[src/rtl/uart_pkg.sv]
// -----------------------------------------------------------------------------
// uart_pkg
// Shared definitions for the MMIO UART subsystem (transmitter and receiver).
//   OVERSAMPLE    : tick strobes per serial bit period
//   uart_state_e  : frame state shared by both directions
// -----------------------------------------------------------------------------
package uart_pkg;

    localparam int unsigned OVERSAMPLE = 16;

    typedef enum logic [1:0] {
        IDLE  = 2'd0,
        START = 2'd1,
        DATA  = 2'd2,
        STOP  = 2'd3
    } uart_state_e;

endpackage

[src/rtl/uart_tx.sv]
// -----------------------------------------------------------------------------
// uart_tx
// UART serializer: start bit (low), DATA_BITS data bits LSB first, stop bit
// (high). Bit timing is taken from an external 16x oversampling strobe.
// Ports:
//   clk     : system clock, rising edge
//   arst_n  : asynchronous active-low reset
//   start   : send request, only honoured in IDLE
//   tick    : one-clk oversampling strobe, 16 per bit period
//   din     : word to send, captured when start is accepted
//   tx_done : one-clk pulse when the final stop tick is consumed
//   tx      : registered serial line, idle high
// -----------------------------------------------------------------------------
module uart_tx
    import uart_pkg::*;
#(
    parameter int unsigned DATA_BITS     = 8,
    parameter int unsigned STOP_BIT_TICK = 16
) (
    input  logic                 clk,
    input  logic                 arst_n,
    input  logic                 start,
    input  logic                 tick,
    input  logic [DATA_BITS-1:0] din,
    output logic                 tx_done,
    output logic                 tx
);

    // Tick counter must hold both 0..15 and 0..STOP_BIT_TICK-1.
    localparam int unsigned TW = ($clog2(STOP_BIT_TICK) > 4) ? $clog2(STOP_BIT_TICK) : 4;
    localparam int unsigned BW = $clog2(DATA_BITS);

    localparam logic [TW-1:0] BIT_LAST  = TW'(OVERSAMPLE - 1);
    localparam logic [TW-1:0] STOP_LAST = TW'(STOP_BIT_TICK - 1);
    localparam logic [BW-1:0] DATA_LAST = BW'(DATA_BITS - 1);

    uart_state_e          r_state,    w_state_nxt;
    logic [TW-1:0]        r_tick_cnt, w_tick_cnt_nxt;
    logic [BW-1:0]        r_bit_cnt,  w_bit_cnt_nxt;
    logic [DATA_BITS-1:0] r_shreg,    w_shreg_nxt;
    logic                 r_tx,       w_tx_nxt;
    logic                 w_done;

    always_ff @(posedge clk or negedge arst_n) begin
        if (!arst_n) begin
            r_state    <= IDLE;
            r_tick_cnt <= '0;
            r_bit_cnt  <= '0;
            r_shreg    <= '0;
            r_tx       <= 1'b1;
        end else begin
            r_state    <= w_state_nxt;
            r_tick_cnt <= w_tick_cnt_nxt;
            r_bit_cnt  <= w_bit_cnt_nxt;
            r_shreg    <= w_shreg_nxt;
            r_tx       <= w_tx_nxt;
        end
    end

    // tx is registered from the current state's line level, so the line
    // lags the state by one clk and never glitches.
    always_comb begin
        w_state_nxt    = r_state;
        w_tick_cnt_nxt = r_tick_cnt;
        w_bit_cnt_nxt  = r_bit_cnt;
        w_shreg_nxt    = r_shreg;
        w_tx_nxt       = 1'b1;
        w_done         = 1'b0;

        case (r_state)
            IDLE: begin
                w_tx_nxt = 1'b1;
                // A tick coinciding with acceptance is deliberately not counted.
                if (start) begin
                    w_shreg_nxt    = din;
                    w_tick_cnt_nxt = '0;
                    w_state_nxt    = START;
                end
            end
            START: begin
                w_tx_nxt = 1'b0;
                if (tick) begin
                    if (r_tick_cnt == BIT_LAST) begin
                        w_tick_cnt_nxt = '0;
                        w_bit_cnt_nxt  = '0;
                        w_state_nxt    = DATA;
                    end else begin
                        w_tick_cnt_nxt = r_tick_cnt + TW'(1);
                    end
                end
            end
            DATA: begin
                w_tx_nxt = r_shreg[0];
                if (tick) begin
                    if (r_tick_cnt == BIT_LAST) begin
                        w_tick_cnt_nxt = '0;
                        w_shreg_nxt    = r_shreg >> 1;
                        if (r_bit_cnt == DATA_LAST) begin
                            w_state_nxt = STOP;
                        end else begin
                            w_bit_cnt_nxt = r_bit_cnt + BW'(1);
                        end
                    end else begin
                        w_tick_cnt_nxt = r_tick_cnt + TW'(1);
                    end
                end
            end
            STOP: begin
                w_tx_nxt = 1'b1;
                if (tick) begin
                    if (r_tick_cnt == STOP_LAST) begin
                        w_done      = 1'b1;
                        w_state_nxt = IDLE;
                    end else begin
                        w_tick_cnt_nxt = r_tick_cnt + TW'(1);
                    end
                end
            end
            default: begin
                w_tx_nxt    = 1'b1;
                w_state_nxt = IDLE;
            end
        endcase
    end

    assign tx      = r_tx;
    assign tx_done = w_done;

endmodule

[config.mk]
export PLATFORM = sky130hd
export DESIGN_NAME = uart_tx
export DESIGN_NICKNAME = d
export VERILOG_FILES = /design/src/rtl/uart_pkg.sv /design/src/rtl/uart_tx.sv
export SDC_FILE = /design/constraint.sdc
export NUM_CORES = 1
export LEC_CHECK = 0
export CAP_MARGIN = 15
export CORE_MARGIN = 2
export CORE_UTILIZATION = 58
export CTS_CLUSTER_SIZE = 30
export DETAILED_ROUTE_END_ITERATION = 16
export GPL_TIMING_DRIVEN = 0
export PLACE_DENSITY = 0.81
export SETUP_SLACK_MARGIN = 0.05
export SYNTH_ARGS = -nofsm -noshare
export SYNTH_HDL_FRONTEND = slang
export SYNTH_SLANG_ARGS = --single-unit
[constraint.sdc]
create_clock -name clk -period 4.1 [get_ports clk]
set_clock_uncertainty 0.1 [all_clocks]
set_input_delay 0.41 -clock clk [delete_from_list [all_inputs] [get_ports clk]]
set_output_delay 0.41 -clock clk [all_outputs]
set_load 0.02 [all_outputs]
==> results list <==
- Run status: complete, no violations
* Register-to-register setup slack: 2.23 ns
* Top fanout value on the critical path: 10
* Proportion of synthesized chip area in sequential cells: 0.385
- Post-route DRC: 0
- Path category of the worst min-delay check: input port to flip-flop
* Xor/xnor share of the synthesized area: 0
* Setup TNS: 0 ns
- In the finished design, the share of the clock period the worst path needs comes to 0.672.
- Top-Level Pins: 14
* Clock sink total: 18
* Signal arrival time at the worst endpoint: 2.25 ns
- Worst hold path startpoint: tick
- Routability-driven placement finished with a final weighted congestion of 0.798.
- For this configuration, the core starts out at a cell density of 0.604.
* Count of endpoints failing setup in the final report: 0
- Arithmetic-cell share of the synthesized area counting full adders, half adders and majority gates: 0.0747
- After detailed routing, the number of vias per cell comes to 6.10.
* Critical path class: flip-flop to primary output
* Initial DRT Pass Iterations: 4
- In this run, post-CTS repair resized a total of 0 instances.
* First-pass GRT wire length: 4200 um
* Worst Setup Start Kind: flip-flop
- Synthesis inferred 18 register bits.
* Yosys warnings: 0
* Worst voltage drop across the vdd grid: 0.540 mV
- From synthesis to final layout, the design area changed by 15.4%.
- For this block, the routed nets add up to 2510 um of wire.
* Dpl hpwl: 1770 um
- The hold violation total from the final report is 0.
* Std cell rows: 16
- Static timing analysis puts the maximum clock frequency at 0.363 GHz.
* Mux cell area share after synthesis: 0.0213
- The final number of max-transition violations was 0.
* Remaining antenna violation count: 0
- Post-layout min period: 2.76 ns
- Placeable core region: 1940 um2
- Yosys mapped a number of flops with a built-in enable equal to 0.
- The die is 49.0 um tall.
* Number of max-cap violations: 0
- All-Layer GR Usage: 0.222
* Number of hold buffers added after CTS: 0
- The layout has 153 filler cells.
- 1st-iter DRT viols: 36
- Worst slew slack as a fraction of its limit: 0.475
- Overall die area: 2400 um2
- The clock passes through at most 2 buffers.
- The library cell used most frequently in the layout, excluding fill and tap cells, is sky130_fd_sc_hd__dfrtp_1.
* Design Power: 0.911 mW
- In the synthesized netlist the dominant register cell turns out to be sky130_fd_sc_hd__dfrtp_1.
* TritonCTS clock tree: yes
- Core Util, Final: 0.697
* Placed Instance Area: 1320 um2
- Overall via count from detail_route: 1049
* Number of buffers added for setup after CTS: 0
* Power density relative to cell area: 673 nW/um2
- Clock-pin slew was measured on the worst setup and hold paths at 0.10 ns.
* Termination of the worst setup path: tx_done
- R2r endpoint: r_state[1]
- Design Area, Final: 1350 um2
- In this run, CTS created clock tree buffers numbering 3.
- At the pin with the least slew margin, the transition time is 0.786 ns.
- Avg WL per Cell: 14.6 um
* H-tree lvl count: 1
- Total inserted antenna cells: 0
- Element type at the critical path end: primary output
- Leakage: 0.626 nW
- Start of the worst register-to-register path: r_tick_cnt[0]
* Commonest cells after routing, fill and taps aside: sky130_fd_sc_hd__dfrtp_1, sky130_fd_sc_hd__o22ai_1, sky130_fd_sc_hd__a21oi_1, sky130_fd_sc_hd__clkdlybuf4s50_1
* Via count of the first global-routing pass: 996
- After synthesis, the netlist uses 35 different library cells.
- Beginning of the critical path: r_tick_cnt[0]
- Each instance of the synthesized netlist takes up on average 9.02 um2.
- After synthesis, the largest family of logic cells by area is compound AO/OA/AOI/OAI gates.
* Pin count of the biggest net entering global routing: 19
- Synth Area in Compound Gates: 0.298
- Layout net count: 165
* Required time of the critical path: 3.59 ns
* Clock network latency to the later pin of the worst-skew pair: 0.29 ns
* Initial antenna violation count: 0
* Number of port buffers: 11
- Grt total ovfl: 0
- Setup repair after global routing missed its margin: no
- Of the total synthesized cell area, the portion taken by AND, OR, NAND and NOR gates is 0.133.
- The tree is rooted in a sky130_fd_sc_hd__clkbuf_4.
* Total nets after synthesis: 149
* Post-Syn Instances: 130
- The worst register-to-register path has a depth of 6.
- Share of cells above drive strength 1: 0.138
- Die Span X: 49.0 um
- Post-synth ARST share: 1.00
* Netlist area before placement: 1170 um2
==> logic make-up (layout without fill, tap and decap cells) <==
family / Yosys count / after routing
AND/OR/NAND/NOR: 31 / 31
buffers and inverters: 20 / 35
flip-flops: 18 / 18
multiplexers: 2 / 2
AO/OA/AOI/OAI: 52 / 52
adder cells (fa/ha/maj): 7 / 7
==> layer usage <==
layer,vias up,routed length [um],GRT usage
met5,-,0,0
met4,0,13,0.0762
met3,2,133,0.0368
met2,35,1210,0.374
met1,502,1160,0.288
li1,510,-,-
==> per-stage QoR <==
step,hold slack (ns),std cells,setup slack (ns)
global placement,0.412,168,1.71
detailed placement,0.429,168,1.69
CTS,0.342,172,1.35
finish,0.339,172,1.34
floorplan,0.0144,130,2.28
global route,0.355,172,1.24
==> area by class of cell <==
cell class | instances | area [um2] | share of cell area
multi-input combinational | 92 | 618 | 0.457
sequential | 18 | 452 | 0.334
timing repair buffer | 11 | 110 | 0.0814
buffer | 9 | 61.3 | 0.0453
inverter | 11 | 41.3 | 0.0305
clock buffer | 4 | 36.3 | 0.0268
tap | 27 | 33.8 | 0.0250
==> cells in the mapped netlist, types with 2 or more instances <==
cell type | number | share of area
sky130_fd_sc_hd__inv_1 | 10 | 0.032
sky130_fd_sc_hd__clkbuf_1 | 2 | 0.0064
sky130_fd_sc_hd__buf_2 | 4 | 0.017
sky130_fd_sc_hd__dfrtp_1 | 17 | 0.36
sky130_fd_sc_hd__a21oi_1 | 11 | 0.047
sky130_fd_sc_hd__buf_6 | 3 | 0.029
sky130_fd_sc_hd__nor2_1 | 8 | 0.026
sky130_fd_sc_hd__nand4_1 | 2 | 0.011
sky130_fd_sc_hd__nand3_1 | 2 | 0.0085
sky130_fd_sc_hd__ha_1 | 7 | 0.075
sky130_fd_sc_hd__and3_1 | 2 | 0.011
sky130_fd_sc_hd__a21o_1 | 4 | 0.026
sky130_fd_sc_hd__a31oi_1 | 10 | 0.053
sky130_fd_sc_hd__o22ai_1 | 15 | 0.080
sky130_fd_sc_hd__nor3_1 | 2 | 0.0085
sky130_fd_sc_hd__o21ai_1 | 2 | 0.0085
sky130_fd_sc_hd__nand2_1 | 8 | 0.026
sky130_fd_sc_hd__a22o_1 | 4 | 0.030
==> critical path, cell delays in order (launching register included) <==
cell                              delay, ns
sky130_fd_sc_hd__dfrtp_1               0.40
sky130_fd_sc_hd__ha_1                  0.30
sky130_fd_sc_hd__and4_4                0.25
sky130_fd_sc_hd__buf_6                 0.12
sky130_fd_sc_hd__buf_6                 0.14
sky130_fd_sc_hd__and2_1                0.14
sky130_fd_sc_hd__clkdlybuf4s50_1       0.60
==> flip-flops by register name, summed over array words and instances, names as in the netlist <==
signal      flops
r_bit_cnt       3
r_tick_cnt      4
r_shreg         8
r_state         2
tx              1
==> power by group <==
part	internal, mW	switching [mW]	total [mW]
Sequential	0.247	0.0610	0.308
Clock	0.0541	0.0578	0.112
Combinational	0.228	0.263	0.491
Total	0.529	0.382	0.911
==> how the worst min path moves through the flow <==
| stage | cells past startpoint | slack, ns | endpoint |
|---|---|---|---|
| 2_1_floorplan | 0 | 0.01 | r_bit_cnt[0] |
| 3_3_place_gp | 1 | 0.41 | r_bit_cnt[2] |
| 5_1_grt | 3 | 0.36 | r_tick_cnt[2] |
| 4_1_cts | 3 | 0.34 | r_tick_cnt[2] |
| 3_5_place_dp | 1 | 0.43 | r_tick_cnt[0] |
| 6_report | 3 | 0.34 | r_tick_cnt[2] |
Note: power is estimated with default switching activity, not from simulation.
==> RTL edit (config.mk and constraints unchanged) <==
Put one more register stage on the output `tx`, cleared by the reset. The value now appears one clock later. The other outputs are not delayed to match. Comments in the files are not updated.
--- a/src/rtl/uart_tx.sv
+++ b/src/rtl/uart_tx.sv
@@ -124,5 +124,11 @@
     end
 
-    assign tx      = r_tx;
+    always_ff @(posedge clk or negedge arst_n) begin
+        if (!arst_n) begin
+            tx <= '0;
+        end else begin
+            tx <= r_tx;
+        end
+    end
     assign tx_done = w_done;
 
Formal check against the unedited RTL: not equivalent (Yosys sat finds a counterexample within 4 cycles, from zero or initial values and one cycle with arst_n low).
==> RTL edit against the original RTL <==
  * Non-clock buffer count is 2 lower
  * Clock power is 13% lower
  * Critical path type unchanged
  * Highest routed layer unchanged
  * Design area is 5.5% lower
  * Routed wire length is 14% lower
  * Final cell count is 16% lower
  * Sequential cell count is 1 higher
  * Utilization is 3.6 points higher
  * Setup slack better by 0.053 ns
  * Area after synthesis is 7.0% lower
  * Power is 0.37% lower
==> RTL edit: results (changes against the original RTL) <==
- Compound-cell area share of the yosys netlist: 26.4% (-3.4 points)
- Synth unique cells: 37 (+5.7%)
- Outcome: complete, no violations
- Final WL: 2170 um (-14%)
- Post-synthesis mux area share: 4.48% (+2.3 points)
- Design Area, Final: 1280 um2 (-5.5%)
- Vias in the first global route: 762 (-23%)
- Iter 0 DRT Violations: 19 (-47%)
- Layout cells sized above 1: 15.1% (+1.3 points)
- Leakage Power: 0.570 nW (-9.0%)
- Min Hold Slack: 0.297 ns (-0.0416 ns)
- GPL Wtd Cong: 0.873 (+9.3%)
- Final HPWL DP: 1620 um (-8.7%)
- Hold Path Depth: 0 (-3)
- Worst slack, placed: 1.45 ns (-0.240 ns)
- DR WL met3: 135 um (+1.5%)
- Min-delay src: r_tx
- GR Util met1: 30.6% (+1.9 points)
- Switching share of total power: 41.7% (-0.26 points)
- CP arrival: 2.19 ns (-0.06 ns)
- Top cells by count, synth: dfrtp_1, o22ai_1, a21oi_1
- Non-filler instance count after layout: 144 (-16%)
- Global Route Usage Sum: 22.7% (+0.57 points)
- Syn nets: 122 (-18%)
- Sequential area share after synthesis: 43.7% (+5.2 points)
- First-pass GRT wire length: 3510 um (-17%)
- Port Buffers: 13 (+2)
- GR Util met2: 35.1% (-2.3 points)
- FF-to-FF End: r_tick_cnt[0]
-- RTL edit: worst max-delay path, stage by stage (launching register included) --
cell and delay, ns:
dfrtp_1 0.41, ha_1 0.28, and4_1 0.23, buf_4 0.20
and2_1 0.16, clkdlybuf4s50_1 0.61
-- RTL edit: area by class of cell --
class                           count  area, um2
Sequential cell                    19        477
Fill cell                         125        467
Clock inverter                      1       5.00
Buffer                              5       41.3
Timing Repair Buffer               13        130
Multi-Input combinational cell     73        553
Clock buffer                        3       22.5
Tap cell                           25       31.3
Inverter                            5       18.8
-- RTL edit: power by group through the flow --
stage / Sequential (mW) / Clock, mW / Combinational (mW)
detailed placement: 0.328 / 0 / 0.482
finish: 0.324 / 0.0974 / 0.486
CTS: 0.323 / 0.0997 / 0.487
global placement: 0.322 / 0 / 0.461
floorplan: 0.318 / 0 / 0.380
global route: 0.332 / 0.110 / 0.538
